==> src/rtl/dac_serial_rx_pkg.sv <==
// Shared definitions for the AD8803-style serial frame receiver.
// Field widths, frame length and FSM state encodings.
package dac_serial_rx_pkg;
  localparam int ADDR_BITS  = 3;
  localparam int DATA_BITS  = 8;
  localparam int FRAME_BITS = ADDR_BITS + DATA_BITS;
  localparam int CNT_BITS   = 4;
  localparam int NUM_CH     = 1 << ADDR_BITS;

  localparam logic [CNT_BITS-1:0] FRAME_LEN = CNT_BITS'(FRAME_BITS);

  typedef enum logic [1:0] {
    IDLE  = 2'd0,
    SHIFT = 2'd1,
    CHECK = 2'd2
  } state_t;
endpackage

==> src/rtl/dac_serial_rx_if.sv <==
// 3-wire DAC serial link: frame select, serial clock, serial data.
// The sender drives the master side, receivers sit on the slave side.
interface dac_serial_rx_if;
  logic SER_CS;
  logic SER_CLK;
  logic SER_SDI;

  modport master (output SER_CS, output SER_CLK, output SER_SDI);
  modport slave  (input  SER_CS, input  SER_CLK, input  SER_SDI);
endinterface

==> src/rtl/dac_serial_rx_ser_sync.sv <==
// Multi-stage synchronizer with rise/fall pulses taken from the
// last two stages; reset value selects the idle level of the line.
module ser_sync_edge #(
  parameter int SYNC_STAGES = 2,
  parameter bit RST_VAL     = 1'b0
) (
  input  logic tx_clk,
  input  logic OPB_RST,
  input  logic din,
  output logic sync,
  output logic rise,
  output logic fall
);
  logic [SYNC_STAGES:0] sr;

  always_ff @(posedge tx_clk or posedge OPB_RST) begin
    if (OPB_RST) sr <= {(SYNC_STAGES+1){RST_VAL}};
    else         sr <= {sr[SYNC_STAGES-1:0], din};
  end

  assign sync = sr[SYNC_STAGES-1];
  assign rise = sr[SYNC_STAGES-1] & ~sr[SYNC_STAGES];
  assign fall = ~sr[SYNC_STAGES-1] & sr[SYNC_STAGES];
endmodule

==> src/rtl/dac_serial_rx.sv <==
// Serial frame receiver/monitor: decodes 11-bit addr+data frames
// into an 8-entry shadow bank and flags short/long frames.
module dac_serial_rx
  import dac_serial_rx_pkg::*;
#(
  parameter int SYNC_STAGES = 2
) (
  input  logic                 tx_clk,
  input  logic                 OPB_RST,
  dac_serial_rx_if.slave       ser,
  input  logic                 CLR,
  input  logic [ADDR_BITS-1:0] RD_ADDR,
  output logic [DATA_BITS-1:0] RD_DATA,
  output logic                 FRAME_STB,
  output logic [ADDR_BITS-1:0] FRAME_ADDR,
  output logic [DATA_BITS-1:0] FRAME_DATA,
  output logic [15:0]          FRAME_CNT,
  output logic                 ERR_SHORT,
  output logic                 ERR_LONG,
  output logic                 BUSY
);
  state_t state, state_nxt;

  logic [CNT_BITS-1:0]   bit_cnt;
  logic [FRAME_BITS-1:0] shreg;
  logic [DATA_BITS-1:0]  bank [NUM_CH];
  logic [15:0]           frame_cnt;
  logic commit, short_err, long_err;

  logic cs_s, cs_rise, cs_fall;
  logic clk_s, clk_rise, clk_fall;
  logic sdi_s, sdi_rise, sdi_fall;
  logic unused_sync;

  // CLK idles high, so its chain resets high to avoid a false rise.
  ser_sync_edge #(.SYNC_STAGES(SYNC_STAGES), .RST_VAL(1'b0)) u_cs (
    .tx_clk(tx_clk), .OPB_RST(OPB_RST), .din(ser.SER_CS),
    .sync(cs_s), .rise(cs_rise), .fall(cs_fall)
  );

  ser_sync_edge #(.SYNC_STAGES(SYNC_STAGES), .RST_VAL(1'b1)) u_clk (
    .tx_clk(tx_clk), .OPB_RST(OPB_RST), .din(ser.SER_CLK),
    .sync(clk_s), .rise(clk_rise), .fall(clk_fall)
  );

  ser_sync_edge #(.SYNC_STAGES(SYNC_STAGES), .RST_VAL(1'b0)) u_sdi (
    .tx_clk(tx_clk), .OPB_RST(OPB_RST), .din(ser.SER_SDI),
    .sync(sdi_s), .rise(sdi_rise), .fall(sdi_fall)
  );

  assign unused_sync = ^{cs_s, clk_s, clk_fall, sdi_rise, sdi_fall};

  always_ff @(posedge tx_clk or posedge OPB_RST) begin
    if (OPB_RST) state <= IDLE;
    else         state <= state_nxt;
  end

  always_comb begin
    state_nxt = state;
    unique case (state)
      IDLE:    if (cs_fall) state_nxt = SHIFT;
      SHIFT:   if (cs_rise) state_nxt = CHECK;
      CHECK:   state_nxt = IDLE;
      default: state_nxt = IDLE;
    endcase
  end

  always_comb begin
    BUSY      = 1'b0;
    commit    = 1'b0;
    short_err = 1'b0;
    long_err  = 1'b0;
    unique case (1'b1)
      (state == SHIFT): BUSY = 1'b1;
      (state == CHECK): begin
        commit    = (bit_cnt == FRAME_LEN);
        short_err = (bit_cnt <  FRAME_LEN);
        long_err  = (bit_cnt >  FRAME_LEN);
      end
      default: ;
    endcase
  end

  assign FRAME_STB = commit;

  // A clock rise coincident with the CS rise belongs to no frame.
  always_ff @(posedge tx_clk or posedge OPB_RST) begin
    if (OPB_RST) begin
      bit_cnt <= '0;
      shreg   <= '0;
    end else if (state == IDLE && cs_fall) begin
      bit_cnt <= '0;
      shreg   <= '0;
    end else if (state == SHIFT && clk_rise && !cs_rise) begin
      shreg <= {shreg[FRAME_BITS-2:0], sdi_s};
      if (bit_cnt != '1) bit_cnt <= bit_cnt + 1'b1;
    end
  end

  always_ff @(posedge tx_clk or posedge OPB_RST) begin
    if (OPB_RST) begin
      for (int i = 0; i < NUM_CH; i++) bank[i] <= '0;
    end else if (commit) begin
      bank[shreg[FRAME_BITS-1 -: ADDR_BITS]] <= shreg[DATA_BITS-1:0];
    end
  end

  assign RD_DATA = bank[RD_ADDR];

  always_ff @(posedge tx_clk or posedge OPB_RST) begin
    if (OPB_RST) begin
      FRAME_ADDR <= '0;
      FRAME_DATA <= '0;
    end else if (commit) begin
      FRAME_ADDR <= shreg[FRAME_BITS-1 -: ADDR_BITS];
      FRAME_DATA <= shreg[DATA_BITS-1:0];
    end
  end

  // CLR takes priority over a same-cycle commit or error.
  always_ff @(posedge tx_clk or posedge OPB_RST) begin
    if (OPB_RST) begin
      frame_cnt <= '0;
      ERR_SHORT <= 1'b0;
      ERR_LONG  <= 1'b0;
    end else if (CLR) begin
      frame_cnt <= '0;
      ERR_SHORT <= 1'b0;
      ERR_LONG  <= 1'b0;
    end else begin
      if (commit)    frame_cnt <= frame_cnt + 16'd1;
      if (short_err) ERR_SHORT <= 1'b1;
      if (long_err)  ERR_LONG  <= 1'b1;
    end
  end

  assign FRAME_CNT = frame_cnt;
endmodule

==> src/flat_wrapper.sv <==
// flat-port wrapper written by rule: the top's interface ports become plain ports
module dac_serial_rx_flat import dac_serial_rx_pkg::*;
#(
  parameter int SYNC_STAGES = 2
)
  (tx_clk, OPB_RST, CLR, RD_ADDR, RD_DATA, FRAME_STB, FRAME_ADDR, FRAME_DATA, FRAME_CNT, ERR_SHORT, ERR_LONG, BUSY, ser_SER_CS, ser_SER_CLK, ser_SER_SDI);
  dac_serial_rx_if ser_i ();
  input  logic tx_clk;
  input  logic OPB_RST;
  input  logic CLR;
  input  logic [ADDR_BITS-1:0] RD_ADDR;
  output logic [DATA_BITS-1:0] RD_DATA;
  output logic FRAME_STB;
  output logic [ADDR_BITS-1:0] FRAME_ADDR;
  output logic [DATA_BITS-1:0] FRAME_DATA;
  output logic [15:0] FRAME_CNT;
  output logic ERR_SHORT;
  output logic ERR_LONG;
  output logic BUSY;
  input wire logic [$bits(ser_i.SER_CS)-1:0] ser_SER_CS;
  input wire logic [$bits(ser_i.SER_CLK)-1:0] ser_SER_CLK;
  input wire logic [$bits(ser_i.SER_SDI)-1:0] ser_SER_SDI;
  assign ser_i.SER_CS = ser_SER_CS;
  assign ser_i.SER_CLK = ser_SER_CLK;
  assign ser_i.SER_SDI = ser_SER_SDI;
  dac_serial_rx #(.SYNC_STAGES(SYNC_STAGES)) u_core (.tx_clk(tx_clk), .OPB_RST(OPB_RST), .ser(ser_i), .CLR(CLR), .RD_ADDR(RD_ADDR), .RD_DATA(RD_DATA), .FRAME_STB(FRAME_STB), .FRAME_ADDR(FRAME_ADDR), .FRAME_DATA(FRAME_DATA), .FRAME_CNT(FRAME_CNT), .ERR_SHORT(ERR_SHORT), .ERR_LONG(ERR_LONG), .BUSY(BUSY));
endmodule
==> config.mk <==
export PLATFORM = sky130hd
export DESIGN_NAME = dac_serial_rx_flat
export DESIGN_NICKNAME = d
export VERILOG_FILES = /design/src/rtl/dac_serial_rx_pkg.sv /design/src/rtl/dac_serial_rx_if.sv /design/src/rtl/dac_serial_rx_ser_sync.sv /design/src/rtl/dac_serial_rx.sv /design/src/flat_wrapper.sv
export SDC_FILE = /design/constraint.sdc
export NUM_CORES = 1
export LEC_CHECK = 0
export BUFFER_PORTS_ARGS = -buffer_cell sky130_fd_sc_hd__buf_2
export CAP_MARGIN = 20
export CORE_ASPECT_RATIO = 2
export CORE_MARGIN = 3
export CORE_UTILIZATION = 50
export DETAILED_ROUTE_END_ITERATION = 10
export PLACE_DENSITY = 0.69
export SYNTH_ARGS = -nofsm -noshare
export SYNTH_HDL_FRONTEND = slang
export SYNTH_HIERARCHICAL = 1
export SYNTH_SLANG_ARGS = --single-unit
==> constraint.sdc <==
create_clock -name tx_clk -period 6.2 [get_ports tx_clk]
set_clock_uncertainty 0.05 [all_clocks]
set_input_delay 1.55 -clock tx_clk [delete_from_list [all_inputs] [get_ports tx_clk]]
set_output_delay 1.55 -clock tx_clk [all_outputs]
set_load 0.01 [all_outputs]
### After elaboration in Yosys (flattened, before gate mapping)

Index checks and enable logic that the tools add are counted.

| word-level totals | value |
|---|---|
| register bits | 118 |
| input port bits | 9 |

| operators by class | value |
|---|---|
| add/sub/neg operators | 2 |
| $lt $le $gt $ge | 5 |
| eq/ne operators | 6 |
| muxes and demuxes | 24 |
| bitwise logic cells | 8 |
| reduce and logical (&&, ||, !) cells | 13 |

Operator list:

| operator | number |
|---|---|
| bitwise mux 64 bit | 1 |
| two-way mux 16 bit | 2 |
| binary-select mux 8 bit (select 3 bit) | 1 |
| demux 8 bit (select 3 bit) | 1 |
| two-way mux 8 bit | 3 |
| two-way mux 11 bit | 2 |
| adder 16 x 1 -> 16 bit (second input constant) | 1 |
| two-way mux 4 bit | 3 |
| nonzero test 2 bit | 5 |
| >= comparator 4 bit (second input constant) | 2 |
| two-way mux 1 bit | 8 |
| NOT 3 -> 4 bit | 2 |
| adder 4 x 1 -> 4 bit (second input constant) | 1 |
| == test 4 bit (second input constant) | 1 |
| greater-than comparator 4 bit (second input constant) | 1 |
| logical AND 1 bit | 4 |
| less-than comparator 4 x 1 -> 1 bit (second input constant) | 1 |
| less-than comparator 4 bit (second input constant) | 1 |
| two-way mux 2 bit | 2 |
| != test 2 x 1 -> 1 bit (second input constant) | 2 |
| != test 4 bit (second input constant) | 1 |
| case mux 2 bit (2 select lines) | 1 |
| AND reduction 2 bit | 2 |
| AND 1 bit | 3 |
| 5 further kinds | 7 |

### Logic depth before layout (Yosys ltp)

| logic depth | value |
|---|---|
| depth after elaboration | 6 |
| depth in mapped cells | 7 |
| mapped depth without buffers | 6 |

### Modules after synthesis

The synthesis kept the hierarchy.

Modules (own cells, without submodules):

| module | instances | cells an instance | area an instance (um^2) | seq. area each (um^2) |
|---|---|---|---|---|
| dac_serial_rx | 1 | 397 | 5059.9 | 2752.6 |
| ser_sync_edge at u_core.u_cs ... | 2 | 6 | 93.8 | 75.1 |
| ser_sync_edge at u_core.u_clk | 1 | 6 | 97.6 | 78.8 |

### Worst setup path before layout

Ideal clock, no wire load.

| timing | value |
|---|---|
| kind | input-to-output |
| start point | input port RD_ADDR[0] |
| end point | output port RD_DATA[0] |
| arrival | 3.055 ns |
| required time | 4.600 ns |
| setup slack | 1.545 ns |
| cell stages on the path | 4 |
| path buffers | 2 |
| path through | clkbuf_1 buf_2 mux4_2 mux2_2 |

| between the ends | value |
|---|---|
| word-level cells in the longest chain between the ends | 4 |

RTL lines:

| what | RTL line | source |
|---|---|---|
| from (decl) | flat_wrapper.sv:11 | `input logic [ADDR_BITS-1:0] RD_ADDR;` |
| NOT 3 -> 4 bit (not written as such) | dac_serial_rx.sv:108 | `assign RD_DATA = bank[RD_ADDR];` |
| binary-select mux 8 bit (select 3 bit) | dac_serial_rx.sv:108 |  |
| two-way mux 8 bit (not written as such) (2 in series) | dac_serial_rx.sv:108 |  |
| to (decl) | flat_wrapper.sv:12 | `output logic [DATA_BITS-1:0] RD_DATA;` |

No other way between the ends. The select of a mux whose other input is x is not followed.

### Worst setup path in the final report

| timing | value |
|---|---|
| start point | input port RD_ADDR[0] |
| end point | output port RD_DATA[2] |

Same word-level chain as after synthesis.

==> flow_metrics.env <==
export IMPL_critical_path_arrival_ns=3.00
export IMPL_drc=0
export IMPL_nNetsFinal=461
export IMPL_fill_cells=807
export IMPL_relSlewSlack=0.357
export IMPL_cts_hold_buf=0
export IMPL_hpwl_um=7280
export IMPL_path_max_fanout=16
export IMPL_cts_root_buf="clkbuf_16"
export IMPL_place_gp_congestion=0.767
export IMPL_grt_pass1_vias=3467
export IMPL_ioPinCount=48
export IMPL_period_share=0.742
export IMPL_post_cts_resized=0
export IMPL_cts_sinks=118
export IMPL_grt_pass1_wl_um=17900
export IMPL_fmax_ghz=0.217
export IMPL_syn_nets=422
export IMPL_antenna_found_initial=0
export IMPL_cp_end_kind="primary output"
export IMPL_power_leakage_nw=3.08
export IMPL_hp_start="u_core/u_cs/sr[0]"
export IMPL_num_vias=3288
export IMPL_finalHoldViolCount=0
export IMPL_htree_num_levels=4
export IMPL_wl_per_cell_um=18.2
export IMPL_syn_to_final_growth_pct=18.4
export IMPL_die_h_um=152
export IMPL_postCtsSetupBuffers=0
export IMPL_gr_usage_all_layers=0.200
export IMPL_drt_iter0_markers=167
export IMPL_clockBufferDepth=2
export IMPL_grt_ovfl_total=0
export IMPL_drive_gt1_frac=0.400
export IMPL_dieArea_um2=11900
export IMPL_hold_ws_ns=0.301
export IMPL_placedInstanceArea_um2=5600
export IMPL_period_needed_ns=4.60
export IMPL_synthCells=411
export IMPL_die_w_um=78.8
export IMPL_finalSetupViolCount=0
export IMPL_grt_start_max_net_pins=68
export IMPL_dr_pass1_iters=4
export IMPL_cp_data_required_time_ns=4.60
export IMPL_syn_cell_area_um2=5300
export IMPL_routed_wl_um=10900
export IMPL_rows=52
export IMPL_start_util=0.518
export IMPL_via_per_inst=5.50
export IMPL_pwr_density_cell_nw_per_um2=314
export IMPL_yosysWarnings=6
export IMPL_rsz0062_at_grt="false"
export IMPL_fin_area_um2=6270
export IMPL_path_class="primary input to primary output"
export IMPL_core_um2=10200
export IMPL_tns_ns=0
export IMPL_cp_startpoint="RD_ADDR[0]"
export IMPL_max_cap_viol_count=0
export IMPL_worst_slew_pin_slew_ns=0.961
export IMPL_numCtsBuffers=17
export IMPL_port_buffers=47
export IMPL_path_clk_slew_ns=0.05
export IMPL_route_antenna_remaining_nets=0
export IMPL_cts_tree="done"
export IMPL_hp_class="register to register"
export IMPL_post_synth_cell_area_avg_um2=12.9
export IMPL_start_kind="primary input"
export IMPL_worstSkewPairLatency_ns=0.41
export IMPL_finalMaxSlewViolations=0
export IMPL_antennaDiodeCount=0
export IMPL_outcome="finished, final reports clean"
export IMPL_reg2reg_from="u_core/bit_cnt[0]"
export IMPL_vdd_drop_max_v=0.000238
-- worst paths after layout --
check	slack, ns	to	cells after the start
max	1.60	RD_DATA[2]	4
min	0.30	u_core/u_cs/sr[1]	0
max reg2reg	2.94	u_core/bank[11]	6
min reg2reg	0.30	u_core/u_cs/sr[1]	0
max in group asynchronous	3.74	u_core/shreg[10]	3
min in group asynchronous	0.98	u_core/u_sdi/sr[0]	2
-- flip-flops by register name, indices dropped and copies added, names as in the netlist, 2 cells and up --
| signal | flops |
|---|---|
| u_core/bank | 64 |
| u_core/FRAME_CNT | 16 |
| u_core/shreg | 11 |
| u_core/FRAME_DATA | 8 |
| u_core/bit_cnt | 4 |
| u_core/FRAME_ADDR | 3 |
| u_core/u_clk/sr | 3 |
| u_core/u_cs/sr | 3 |
| u_core/state | 2 |
| u_core/u_sdi/sr | 2 |
-- metal layers --
metal	vias up	track usage	part of all wire
met3	27	0.0533	0.035
li1	1511	-	-
met2	70	0.353	0.54
met4	0	0.0963	0.028
met5	-	0	0
met1	1680	0.222	0.39
-- power breakdown --
group	internal (mW)	switching (mW)	total (mW)
logic	0.0223	0.0416	0.0639
clock network	0.776	0.331	1.11
registers	0.785	0.0170	0.802
-- metrics by stage --
step	cells	setup slack [ns]	total power [mW]	utilization
floorplan	411	1.54	0.859	-
global route	598	1.49	2.04	0.614
CTS	598	1.55	1.99	0.614
global placement	566	1.61	0.878	0.548
detailed placement	566	1.55	0.881	0.548
finish	598	1.60	1.97	0.614
-- worst max-delay path, cell delays in order --
cell and delay (ns):
buf_2 0.44, mux4_2 0.58, mux2_2 0.28, buf_2 0.14
-- area by class of cell --
type,instances,area (um^2),share of cell area
inverter,12,47.5,0.00758
clock buffer,24,512,0.0816
sequential,118,2960,0.471
timing repair buffer,48,243,0.0387
multi-input combinational,253,2180,0.347
tap,135,169,0.0269
clock inverter,8,165,0.0263
-- cell usage in the layout (no fill, tap or decap), drive strengths merged, types with 2 or more instances in the layout --
cell	instances
dfrtp	115
clkbuf	24
ha	2
mux2i	3
nor3	6
mux4	16
and4	3
nor4	8
nor2b	6
nand4b	2
nand2b	2
clkinv	3
a31oi	2
o21ai	4
bufinv	5
nor3b	3
nand4	2
mux2	74
nand2	57
dfstp	3
nor2	19
inv	12
buf	48
a21oi	15
a21o	2
xnor2	11
nand3	6
Power figures use the tool's default switching activity.
